--- src/rtl/uart_packet_rx.sv ---
// UART 8N1 receiver feeding a framed host-packet decoder (header, payload, XOR checksum).
// Accepted packets are published through shadow registers that only change on pkt_valid.
module uart_packet_rx #(
   parameter int CLKS_PER_BIT = 868,
   parameter int MAX_PAYLOAD  = 8,
   parameter int TIMEOUT_CLKS = 20*CLKS_PER_BIT
) (
   input  logic                               clk,
   input  logic                               reset,
   input  logic                               rx,
   output logic                               pkt_valid,
   output logic                               pkt_error,
   output logic [2:0]                         err_code,
   output logic                               rw_flag,
   output logic                               target_mem_type,
   output logic [8:0]                         target_addr,
   output logic [$clog2(MAX_PAYLOAD+1)-1:0]   byte_count,
   output logic [8*MAX_PAYLOAD-1:0]           data_out
);

   localparam int CW   = $clog2(MAX_PAYLOAD+1);
   localparam int BW   = $clog2(CLKS_PER_BIT);
   localparam int TW   = $clog2(TIMEOUT_CLKS+1);
   localparam int HALF = CLKS_PER_BIT/2;
   localparam logic [5:0] MAXP = 6'(MAX_PAYLOAD);

   typedef enum logic [2:0] {
      RX_IDLE, RX_START, RX_DATA, RX_STOP, RX_WAIT
   } rx_state_t;

   typedef enum logic [2:0] {
      S_HDR0, S_HDR1, S_PAYLOAD, S_CSUM, S_FLUSH
   } pkt_state_t;

   // ---------------- bit engine ----------------
   logic            rx_s1, rx_s2;
   rx_state_t       rx_state, rx_state_next;
   logic [BW-1:0]   bit_cnt;
   logic [2:0]      bit_idx;
   logic [7:0]      shift_r;
   logic            byte_done;
   logic [7:0]      byte_data;
   logic            stop_ok;
   logic            bit_tick, half_tick;

   assign bit_tick  = (bit_cnt == BW'(CLKS_PER_BIT-1));
   assign half_tick = (bit_cnt == BW'(HALF-1));

   always_comb begin
      rx_state_next = rx_state;
      case (rx_state)
         RX_IDLE:  if (!rx_s2) rx_state_next = RX_START;
         RX_START: if (half_tick) rx_state_next = rx_s2 ? RX_IDLE : RX_DATA;
         RX_DATA:  if (bit_tick && bit_idx == 3'd7) rx_state_next = RX_STOP;
         RX_STOP:  if (bit_tick) rx_state_next = rx_s2 ? RX_IDLE : RX_WAIT;
         RX_WAIT:  if (rx_s2) rx_state_next = RX_IDLE;
         default:  rx_state_next = RX_IDLE;
      endcase
   end

   always_ff @(posedge clk or negedge reset) begin
      if (!reset) begin
         rx_s1     <= 1'b1;
         rx_s2     <= 1'b1;
         rx_state  <= RX_IDLE;
         bit_cnt   <= '0;
         bit_idx   <= '0;
         shift_r   <= '0;
         byte_done <= 1'b0;
         byte_data <= '0;
         stop_ok   <= 1'b0;
      end else begin
         rx_s1     <= rx;
         rx_s2     <= rx_s1;
         rx_state  <= rx_state_next;
         byte_done <= 1'b0;
         // bit timer restarts on every state change so samples land on bit centres
         if (rx_state_next != rx_state || bit_tick)
            bit_cnt <= '0;
         else if (rx_state == RX_START || rx_state == RX_DATA || rx_state == RX_STOP)
            bit_cnt <= bit_cnt + 1'b1;
         if (rx_state == RX_START)
            bit_idx <= '0;
         if (rx_state == RX_DATA && bit_tick) begin
            shift_r <= {rx_s2, shift_r[7:1]};
            bit_idx <= bit_idx + 1'b1;
         end
         if (rx_state == RX_STOP && bit_tick) begin
            byte_done <= 1'b1;
            byte_data <= shift_r;
            stop_ok   <= rx_s2;
         end
      end
   end

   // ---------------- packet decoder ----------------
   pkt_state_t              state, state_next;
   logic                    rw_r, mem_r;
   logic [4:0]              len_m1_r;
   logic [8:0]              addr_r;
   logic [7:0]              csum_r;
   logic [CW-1:0]           idx_r;
   logic [8*MAX_PAYLOAD-1:0] buf_r;
   logic [TW-1:0]           idle_cnt;
   logic                    counting, expired;
   logic                    set_valid, set_error;
   logic [2:0]              err_next;
   logic                    good_byte;

   assign good_byte = byte_done && stop_ok;
   assign counting  = (state == S_HDR1) || (state == S_PAYLOAD) ||
                      (state == S_CSUM) || (state == S_FLUSH);
   assign expired   = counting && !byte_done && (idle_cnt == TW'(TIMEOUT_CLKS-1));

   always_comb begin
      state_next = state;
      set_valid  = 1'b0;
      set_error  = 1'b0;
      err_next   = err_code;
      if (byte_done && !stop_ok) begin
         if (state != S_FLUSH) begin
            set_error = 1'b1;
            err_next  = 3'd1;
         end
         state_next = S_FLUSH;
      end else if (byte_done) begin
         case (state)
            S_HDR0: begin
               if (byte_data[7] && ({1'b0, byte_data[5:1]} >= MAXP)) begin
                  set_error  = 1'b1;
                  err_next   = 3'd2;
                  state_next = S_FLUSH;
               end else begin
                  state_next = S_HDR1;
               end
            end
            S_HDR1:    state_next = rw_r ? S_PAYLOAD : S_CSUM;
            S_PAYLOAD: if (6'(idx_r) == {1'b0, len_m1_r}) state_next = S_CSUM;
            S_CSUM: begin
               if (csum_r == byte_data) begin
                  set_valid = 1'b1;
               end else begin
                  set_error = 1'b1;
                  err_next  = 3'd3;
               end
               state_next = S_HDR0;
            end
            S_FLUSH:   state_next = S_FLUSH;
            default:   state_next = S_HDR0;
         endcase
      end else if (expired) begin
         if (state != S_FLUSH) begin
            set_error = 1'b1;
            err_next  = 3'd4;
         end
         state_next = S_HDR0;
      end
   end

   always_ff @(posedge clk or negedge reset) begin
      if (!reset) begin
         state           <= S_HDR0;
         rw_r            <= 1'b0;
         mem_r           <= 1'b0;
         len_m1_r        <= '0;
         addr_r          <= '0;
         csum_r          <= '0;
         idx_r           <= '0;
         buf_r           <= '0;
         idle_cnt        <= '0;
         pkt_valid       <= 1'b0;
         pkt_error       <= 1'b0;
         err_code        <= '0;
         rw_flag         <= 1'b0;
         target_mem_type <= 1'b0;
         target_addr     <= '0;
         byte_count      <= '0;
         data_out        <= '0;
      end else begin
         state     <= state_next;
         pkt_valid <= set_valid;
         pkt_error <= set_error;
         err_code  <= err_next;

         if (byte_done || !counting || state_next != state)
            idle_cnt <= '0;
         else
            idle_cnt <= idle_cnt + 1'b1;

         if (good_byte) begin
            case (state)
               S_HDR0: begin
                  rw_r     <= byte_data[7];
                  mem_r    <= byte_data[6];
                  len_m1_r <= byte_data[5:1];
                  addr_r   <= {byte_data[0], 8'h00};
                  csum_r   <= byte_data;
                  idx_r    <= '0;
                  buf_r    <= '0;
               end
               S_HDR1: begin
                  addr_r[7:0] <= byte_data;
                  csum_r      <= csum_r ^ byte_data;
               end
               S_PAYLOAD: begin
                  for (int unsigned k = 0; k < MAX_PAYLOAD; k++)
                     if (idx_r == CW'(k))
                        buf_r[8*(MAX_PAYLOAD-1-k) +: 8] <= byte_data;
                  idx_r  <= idx_r + 1'b1;
                  csum_r <= csum_r ^ byte_data;
               end
               default: ;
            endcase
         end

         if (set_valid) begin
            rw_flag         <= rw_r;
            target_mem_type <= mem_r;
            target_addr     <= addr_r;
            byte_count      <= rw_r ? CW'({1'b0, len_m1_r} + 6'd1) : '0;
            data_out        <= buf_r;
         end
      end
   end

endmodule

--- config.mk ---
export PLATFORM = sky130hd
export DESIGN_NAME = uart_packet_rx
export DESIGN_NICKNAME = d
export VERILOG_FILES = /design/src/rtl/uart_packet_rx.sv
export SDC_FILE = /design/constraint.sdc
export NUM_CORES = 1
export LEC_CHECK = 0
export CORE_AREA = 10 10 145 147
export CTS_CLUSTER_SIZE = 25
export DETAILED_ROUTE_END_ITERATION = 8
export DIE_AREA = 0 0 155 157
export PLACE_DENSITY = 0.76
export SYNTH_ARGS = -nofsm -noshare
export SYNTH_HDL_FRONTEND = slang
export SYNTH_SLANG_ARGS = --single-unit
--- constraint.sdc ---
create_clock -name clk -period 6.3 [get_ports clk]
set_input_delay 1.26 -clock clk [delete_from_list [all_inputs] [get_ports clk]]
set_output_delay 1.26 -clock clk [all_outputs]
set_load 0.02 [all_outputs]
# == Yosys cells after proc, flatten, opt, wreduce, memory -nomap -nowiden ==
# Cells that the tools add are included.
# totals
elab_cells,173
input_bits,3
regBits,230
# op_classes
eq_ne,36
add_sub_neg,5
n_mux,53
bitwise_logic,1
n_reduce_logical,43
order_cmp,1
# ops
operator,n
$pmux 64 s2,1
$mux 8,8
$mux 3,20
$pmux 8 s2,2
$reduce_and 3->1,8
$mux 10,2
$ne 2x1->1 const B,9
$eq 4x3->1 const B,4
$add 15x1->15 const B,1
$eq 15x15->1 const B,1
$mux 15,1
$pmux 3 s5,1
$eq 3x2->1 const B,4
$mux 1,12
$pmux 3 s4,1
$reduce_bool 2->1,6
$add 10x1->10 const B,1
$eq 10x10->1 const B,1
$eq 10x9->1 const B,1
$eq 3x3->1 const B,3
$add 4x1->4 const B,2
$eq 4x2->1 const B,2
$eq 8x8->1,1
$logic_and 1x1->1,8
23 further kinds,39

# == Logic depth before layout (Yosys ltp) ==
# Gate-level depths: netlist (run 1).
# logic_depth
depth_word,12
mapped_depth,8
depth_no_buf,7

# == Worst setup path before layout (run 1) ==
# No wires, ideal clock.
# synth_path
path_kind,reg2reg
from,reg bit_cnt[0]
to,reg shift_r[1]
n_path_buf,1
setup_time_ns,0.125
setup_slack_ns,4.289
path_stages_with_launch,8
arrival_ns,1.886
path_cell_list,dfrtp_1 -> ha_1 -> nand4b_1 -> nor3b_2 -> nand3_1 -> or3_1 -> buf_6 -> mux2_4
# synth_via
elab_chain_len,2
# synth_lines
item,line_no,rtl
"start, declared",38,logic [BW-1:0] bit_cnt;
"start signal, assigned",81,bit_cnt <= bit_cnt + 1'b1;
$eq 10x10->1,46,assign bit_tick = (bit_cnt == BW'(CLKS_PER_BIT-1));
$logic_and 1x1->1,84,if (rx_state == RX_DATA && bit_tick) begin
"end signal, assigned",85,"shift_r <= {rx_s2, shift_r[7:1]};"
"end, declared",40,logic [7:0] shift_r;
# No other way between the ends.
# A chain may end at the register's enable or synchronous reset.

# == Worst setup path after layout (run 1) ==
# layout_path
from,reg data_out[63]
to,out data_out[63]
# layout_rtl
item,line_no,rtl
"start, declared",18,output logic [8*MAX_PAYLOAD-1:0] data_out
"start signal, assigned",221,data_out <= buf_r;
# No word-level cell between the ends.

==> impl_metrics.py, run 1 <==
metrics = {
    "status": {
        "status": "completed",
    },
    "logic_synthesis": {
        "synth_seq_cells": 230,
        "synth_area_um2": 9858,
        "yosysMostFrequentCell": "dfrtp_1",
        "yosysTopAreaCell": "dfrtp_1",
        "synth.distinct_cells": 54,
        "ys_seq_area_share_pct": 58.41,
        "synth_edf_count": 0,
        "synth_top_area_share_pct": 57.88,
        "synthArstFlopShare_pct": 100.0,
        "synth_area_per_cell_um2": 13.30,
        "synth_nets": 754,
        "synth_area_leaders": "dfrtp_1, mux2_2, mux2_4, nand2_1, xor2_1",
        "yosys_warnings": 0,
        "synth_commonest_cells": "dfrtp_1, mux2_2, nand2_1",
        "synthFlopType": "dfrtp_1",
        "netlist_instances": 741,
    },
    "worst_hold_path": {
        "hp-class": "reg2reg",
        "hold_depth": 0,
    },
    "placed_design": {
        "port_buffers": 86,
        "hpwlAfterDp_um": 13870,
        "gp_congestion": 0.8344,
        "placed_cells": 1032,
        "place_ws_ns": 3.537,
        "post_dp_cell_area_um2": 10860,
    },
    "clock_tree": {
        "clk_pin_slew_ns": 0.06,
        "clkSinkCount": 230,
        "post_cts_resize_count": 0,
        "clkLatencyLatePin_ns": 0.51,
        "postCtsSetupBuffers": 0,
        "tritoncts": "built",
        "clockRootBuffer": "clkbuf_16",
        "htree_levels": 1,
        "numCtsBuffers": 24,
        "clk_path_buf_depth": 3,
        "hold_buffers": 0,
    },
    "cells_and_area": {
        "layout-drive-gt1-share_pct": 26.43,
        "n_fill_cell": 1310,
        "final_cell_area_um2": 11690,
        "area_growth_pct": 18.59,
        "diodes": 0,
        "stdcell_count": 1074,
        "nets": 837,
    },
    "worst_setup_path": {
        "path_delay_family": "buffers and inverters",
        "r2r-start": "state[0]",
        "end_kind": "output port",
        "slowest_stage": "clkdlybuf4s50_1",
        "path_cells": "clkdlybuf4s50_1",
        "arrival_ns": 1.55,
        "startpoint": "data_out[63]",
        "worst_r2r_path_depth": 4,
        "crit_path_max_fanout": 2,
        "start_kind": "flop",
        "path_depth": 1,
        "path_buf_inv": 1,
        "crit_end": "data_out[63]",
        "critPathMaxStageDelay_ns": 0.64,
        "rr_endpoint": "target_addr[1]",
        "crit_type": "reg2out",
        "ff2ff_setup_slack_ns": 3.57,
        "timing.critical_path.required_ns": 5.04,
    },
    "power": {
        "power_frac_seq_pct": 49.7,
        "comb_power_share_pct": 1.0,
        "pwr-share-clk_pct": 49.3,
        "power.leakage_nw": 5.715,
        "p_switching_w": 0.0005790,
        "p_per_area_nw_per_um2": 254.6,
        "vdd_ir_drop_max_v": 0.0001613,
        "p_int_w": 0.002398,
        "swShare_pct": 19.45,
    },
    "global_routing": {
        "antenna_found_initial": 0,
        "grt_start_max_net_pins": 128,
        "grt_overflow": 0,
        "grt_pass1_wl_um": 33440,
        "track_usage_pct": 16.67,
        "grt_pass1_vias": 6246,
    },
    "sta": {
        "fin_worst_skew_ns": 0.01223,
        "worstMarginPinSlew_ns": 0.9061,
        "setup_slack_ns": 3.488,
        "max_freq_mhz": 355.7,
        "slew_headroom_pct": 39.59,
        "drv_slew": 0,
        "finalSetupViolCount": 0,
        "setup_tns_ns": 0,
        "grt_setup_unrepaired": "false",
        "min_period_ns": 2.812,
        "period_share_pct": 44.63,
        "hold_viol": 0,
    },
    "detailed_routing": {
        "drtAntennaViolNets": 0,
        "vias": 5907,
        "wl_um": 20260,
        "drt-pass1-iter-count": 5,
        "avgRoutedWirePerCell_um": 18.86,
        "drtIter0Drc": 403,
        "drt_drc_violations_left": 0,
        "viasPerCell": 5.500,
    },
    "floorplanning": {
        "die_w_um": 155,
        "fp.dieH_um": 157,
        "core_um2": 18330,
        "ioPinCount": 87,
        "fp-row-count": 50,
        "start_util_pct": 53.78,
        "die-area_um2": 24340,
    },
    "job": {
        "max-cap-violations": 0,
    },
}
## cells in the final DEF, fill, tap and decap left out, drive strengths merged, types with 3 or more instances in the layout
cell type and n:
nand3 12, ha 10, inv 16, o21ai 31, buf 4, mux2 164, nand4 12, nor3 4
nor2 44, clkdlybuf4s50 85, nand2 82, dfrtp 228, bufinv 3, nand2b 4, a21oi 7, clkbuf 36
xor2 23, nor4 3, mux2i 5, xnor2 22, or3 3, and2 10
## worst reg2reg max path: cells and delay by family, from the launching register on
kind / cells / cell delay (ns)
AND/OR/NAND/NOR: 2 / 0.99
flip-flops: 1 / 0.71
buffers and inverters: 1 / 0.47
multiplexers: 1 / 0.44
## state kept, by name, summed over array words and instances, names as in the netlist, 4 cells and up
| name | flops |
|---|---|
| csum_r | 8 |
| buf_r | 64 |
| len_m1_r | 5 |
| idx_r | 4 |
| bit_cnt | 10 |
| data_out | 64 |
| byte_data | 8 |
| byte_count | 4 |
| addr_r | 9 |
| shift_r | 8 |
| target_addr | 9 |
| idle_cnt | 15 |
## power by group through the flow
stage | logic [W] | clock network [W] | registers (W)
global placement | 0.0000304 | 0 | 0.00151
floorplan | 0.000000582 | 0 | 0.00151
global route | 0.0000365 | 0.00156 | 0.00148
detailed placement | 0.0000322 | 0 | 0.00151
finish | 0.0000303 | 0.00147 | 0.00148
CTS | 0.0000323 | 0.00149 | 0.00148
## cell type report
| cell class | count | area (um2) | share of cell area, % |
|---|---|---|---|
| clock inverters | 6 | 108.9 | 0.9311 |
| clock buffers | 36 | 726.9 | 6.218 |
| multi-input cells | 464 | 3860 | 33.02 |
| well taps | 234 | 292.8 | 2.504 |
| inverters | 15 | 56.30 | 0.4816 |
| flip-flops and latches | 230 | 5758 | 49.25 |
| repair buffers | 89 | 888.4 | 7.598 |
## metrics by stage
stage,hold slack [ns],power [W],util (%)
finish,0.3556,0.002977,63.78
global route,0.3595,0.003072,63.78
CTS,0.3564,0.003005,63.78
detailed placement,0.3475,0.001538,59.22
global placement,0.3469,0.001536,59.22
floorplan,0.3452,0.001507,-
## how the worst min path moves through the flow
stage	end	slack [ns]	start
2_1_floorplan	rx_s2	0.35	rx_s1
3_3_place_gp	rx_s2	0.35	rx_s1
3_5_place_dp	rx_s2	0.35	rx_s1
4_1_cts	rx_s2	0.36	rx_s1
5_1_grt	rx_s2	0.36	rx_s1
6_report	rx_s2	0.36	rx_s1
## kinds of logic after synthesis
kind of cell | after synthesis | synth area share, %
buffers and inverters | 47 | 2.437
DFF | 230 | 58.41
and+or+nand+nor | 188 | 9.291
AOI/OAI and AO/OA | 52 | 3.148
adders and majority gates | 10 | 1.269
muxes | 169 | 21.45
xor gates and xnor gates | 45 | 3.998
## layer usage
| metal | vias up | global-route usage [%] | share of wire [%] |
|---|---|---|---|
| met3 | 21 | 3.739 | 5.5 |
| met4 | 0 | 3.419 | 0.96 |
| met1 | 3040 | 20.88 | 43 |
| met2 | 128 | 28.95 | 51 |
| li1 | 2718 | - | - |
| met5 | - | 0 | 0 |
Note: power is estimated with default switching activity, not from simulation.
==> inputs of run 2 (changes only) <==
==> constraint.sdc (replaced) <==
create_clock -name clk -period 2.8 [get_ports clk]
set_input_delay 0.56 -clock clk [delete_from_list [all_inputs] [get_ports clk]]
set_output_delay 0.56 -clock clk [all_outputs]
set_load 0.02 [all_outputs]
==> run 2 against run 1 <==
Register-to-register slack got worse by 3.1 ns. Largest power group is now the clock network. Combinational power increased to 2.5 times the previous value. Setup slack got worse by 3.0 ns. Clock-buffer cell count decreased by 3. Critical path depth increased by 5. Via count about the same. Clock power increased by 130%.
==> impl_metrics.py, run 2 (synthesized netlist as in run 1, its figures left out) <==
metrics = {
    "worst_setup_path": {
        "rr_endpoint": "shift_r[2]",
        "end_kind": "flop",
        "timing.critical_path.required_ns": 3.19,
        "start_kind": "flop",
        "worst_r2r_path_depth": 6,
        "path_cells": "ha_1 > nand4b_1 > nor3b_2 > nand3_1 > or3_1 > mux2_4",
        "crit_type": "reg2reg",
        "path_buf_inv": 0,
        "path_delay_family": "simple AND/OR/NAND/NOR gates",
        "crit_path_max_fanout": 11,
        "slowest_stage": "or3_1",
        "r2r-start": "bit_cnt[0]",
        "critPathMaxStageDelay_ns": 0.60,
        "path_depth": 6,
        "ff2ff_setup_slack_ns": 0.44,
        "arrival_ns": 2.74,
    },
    "cells_and_area": {
        "diodes": 0,
        "final_common_cell": "dfrtp_1",
        "most-common-layout-cells": "dfrtp_1, mux2_2, clkdlybuf4s50_1",
        "final_util_pct": 64.38,
        "largest_registers": "buf_r: 64 flops, data_out: 64 flops, idle_cnt: 15 flops",
        "final_cell_area_um2": 11800,
        "layout-drive-gt1-share_pct": 27.39,
        "area_growth_pct": 19.70,
        "nets": 844,
        "stdcell_count": 1081,
    },
    "sta": {
        "max_freq_mhz": 424.5,
        "min_period_ns": 2.356,
        "period_share_pct": 84.14,
        "setup_tns_ns": 0,
        "grt_setup_unrepaired": "false",
        "fin_worst_skew_ns": 0.02168,
        "worstMarginPinSlew_ns": 0.7003,
        "slew_headroom_pct": 53.00,
        "finalSetupViolCount": 0,
        "hold_viol": 0,
        "drv_slew": 0,
    },
    "worst_hold_path": {
        "hp-class": "in2async",
    },
    "global_routing": {
        "met1_usage_pct": 21.43,
        "grt_start_max_net_pins": 89,
        "use_met2_pct": 28.02,
        "grt_pass1_wl_um": 33630,
        "grt_pass1_vias": 6304,
        "grt-busiest-layer": "met2",
        "antenna_found_initial": 0,
        "track_usage_pct": 16.76,
        "grt_overflow": 0,
        "met3_usage_pct": 4.094,
    },
    "clock_tree": {
        "clk_path_buf_depth": 3,
        "clockRootBuffer": "clkbuf_16",
        "hold_buffers": 0,
        "clkLatencyLatePin_ns": 0.52,
        "clkSinkCount": 230,
        "post_cts_resize_count": 0,
        "clk_pin_slew_ns": 0.06,
        "postCtsSetupBuffers": 0,
        "htree_levels": 1,
        "numCtsBuffers": 25,
        "tritoncts": "built",
    },
    "floorplanning": {
        "fp-row-count": 50,
        "die-area_um2": 24340,
        "start_util_pct": 53.78,
        "ioPinCount": 87,
        "fp.dieH_um": 157,
        "die_w_um": 155,
        "core_um2": 18330,
    },
    "power": {
        "power.leakage_nw": 5.769,
        "p_int_w": 0.005402,
        "swShare_pct": 19.95,
        "comb_power_share_pct": 1.1,
        "vdd_ir_drop_max_v": 0.0005201,
        "p_per_area_nw_per_um2": 571.9,
        "p_switching_w": 0.001346,
        "pwr-share-clk_pct": 49.5,
        "power_w": 0.006749,
        "power_frac_seq_pct": 49.3,
    },
    "detailed_routing": {
        "viasPerCell": 5.463,
        "drt-pass1-iter-count": 5,
        "drt_drc_violations_left": 0,
        "vias": 5906,
        "wl_um": 20250,
        "drtAntennaViolNets": 0,
        "drtIter0Drc": 382,
        "avgRoutedWirePerCell_um": 18.73,
    },
    "placed_design": {
        "hpwlAfterDp_um": 13970,
        "port_buffers": 86,
        "placed_cells": 1038,
        "post_dp_cell_area_um2": 10950,
        "gp_congestion": 0.8441,
    },
    "job": {
        "max-cap-violations": 0,
    },
    "status": {
        "status": "completed",
    },
}
run 2: cell types whose count changed in the layout (fill, tap and decap cells not counted):
cell | previous run | this run
buf_4 | 3 | 5
clkinvlp_4 | 0 | 2
clkinv_2 | 2 | 4
clkbuf_1 | 5 | 2
buf_12 | 0 | 4
run 2: stage by stage:
| step | hold WS (ns) | worst slack [ns] |
|---|---|---|
| 5_1_grt | 0.1022 | 0.3297 |
| 4_1_cts | 0.06925 | 0.4747 |
| 2_1_floorplan | 0.2644 | 0.7892 |
| 6_report | 0.06775 | 0.4442 |
| 3_5_place_dp | 0.3518 | 0.4769 |
| 3_3_place_gp | 0.3461 | 0.5495 |
run 2: worst max path at each step:
stage,from,to,slack (ns)
finish,bit_cnt[0],shift_r[2],0.44
global route,bit_cnt[0],shift_r[1],0.33
CTS,bit_cnt[0],shift_r[2],0.47
detailed placement,bit_cnt[0],shift_r[4],0.48
global placement,bit_cnt[0],shift_r[1],0.55
floorplan,bit_cnt[0],shift_r[1],0.79
run 2: routing by layer:
| layer | part of all wire, % | up-vias | wire (um) |
|---|---|---|---|
| met1 | 42 | 3001 | 8566 |
| met4 | 2.0 | 0 | 408 |
| li1 | - | 2723 | - |
| met3 | 6.2 | 34 | 1252 |
| met5 | 0 | - | 0 |
| met2 | 49 | 148 | 10020 |
run 2: power by group through the flow:
| stage | Sequential (W) | Combinational, W | Clock [W] |
|---|---|---|---|
| after detailed placement | 0.00339 | 0.0000812 | 0 |
| after global routing | 0.00333 | 0.0000908 | 0.00355 |
| final | 0.00333 | 0.0000767 | 0.00334 |
| after global placement | 0.00339 | 0.0000783 | 0 |
| after floorplan | 0.00339 | 0.00000131 | 0 |
| after CTS | 0.00333 | 0.0000814 | 0.00341 |
run 2: cell type report:
type | count | area [um2]
fill | 1330 | 6530
tap | 234 | 292.8
clock inverter | 10 | 133.9
timing repair buffer | 95 | 983.4
sequential | 230 | 5758
inverter | 15 | 56.30
multi-input combinational | 464 | 3860
clock buffer | 33 | 715.7
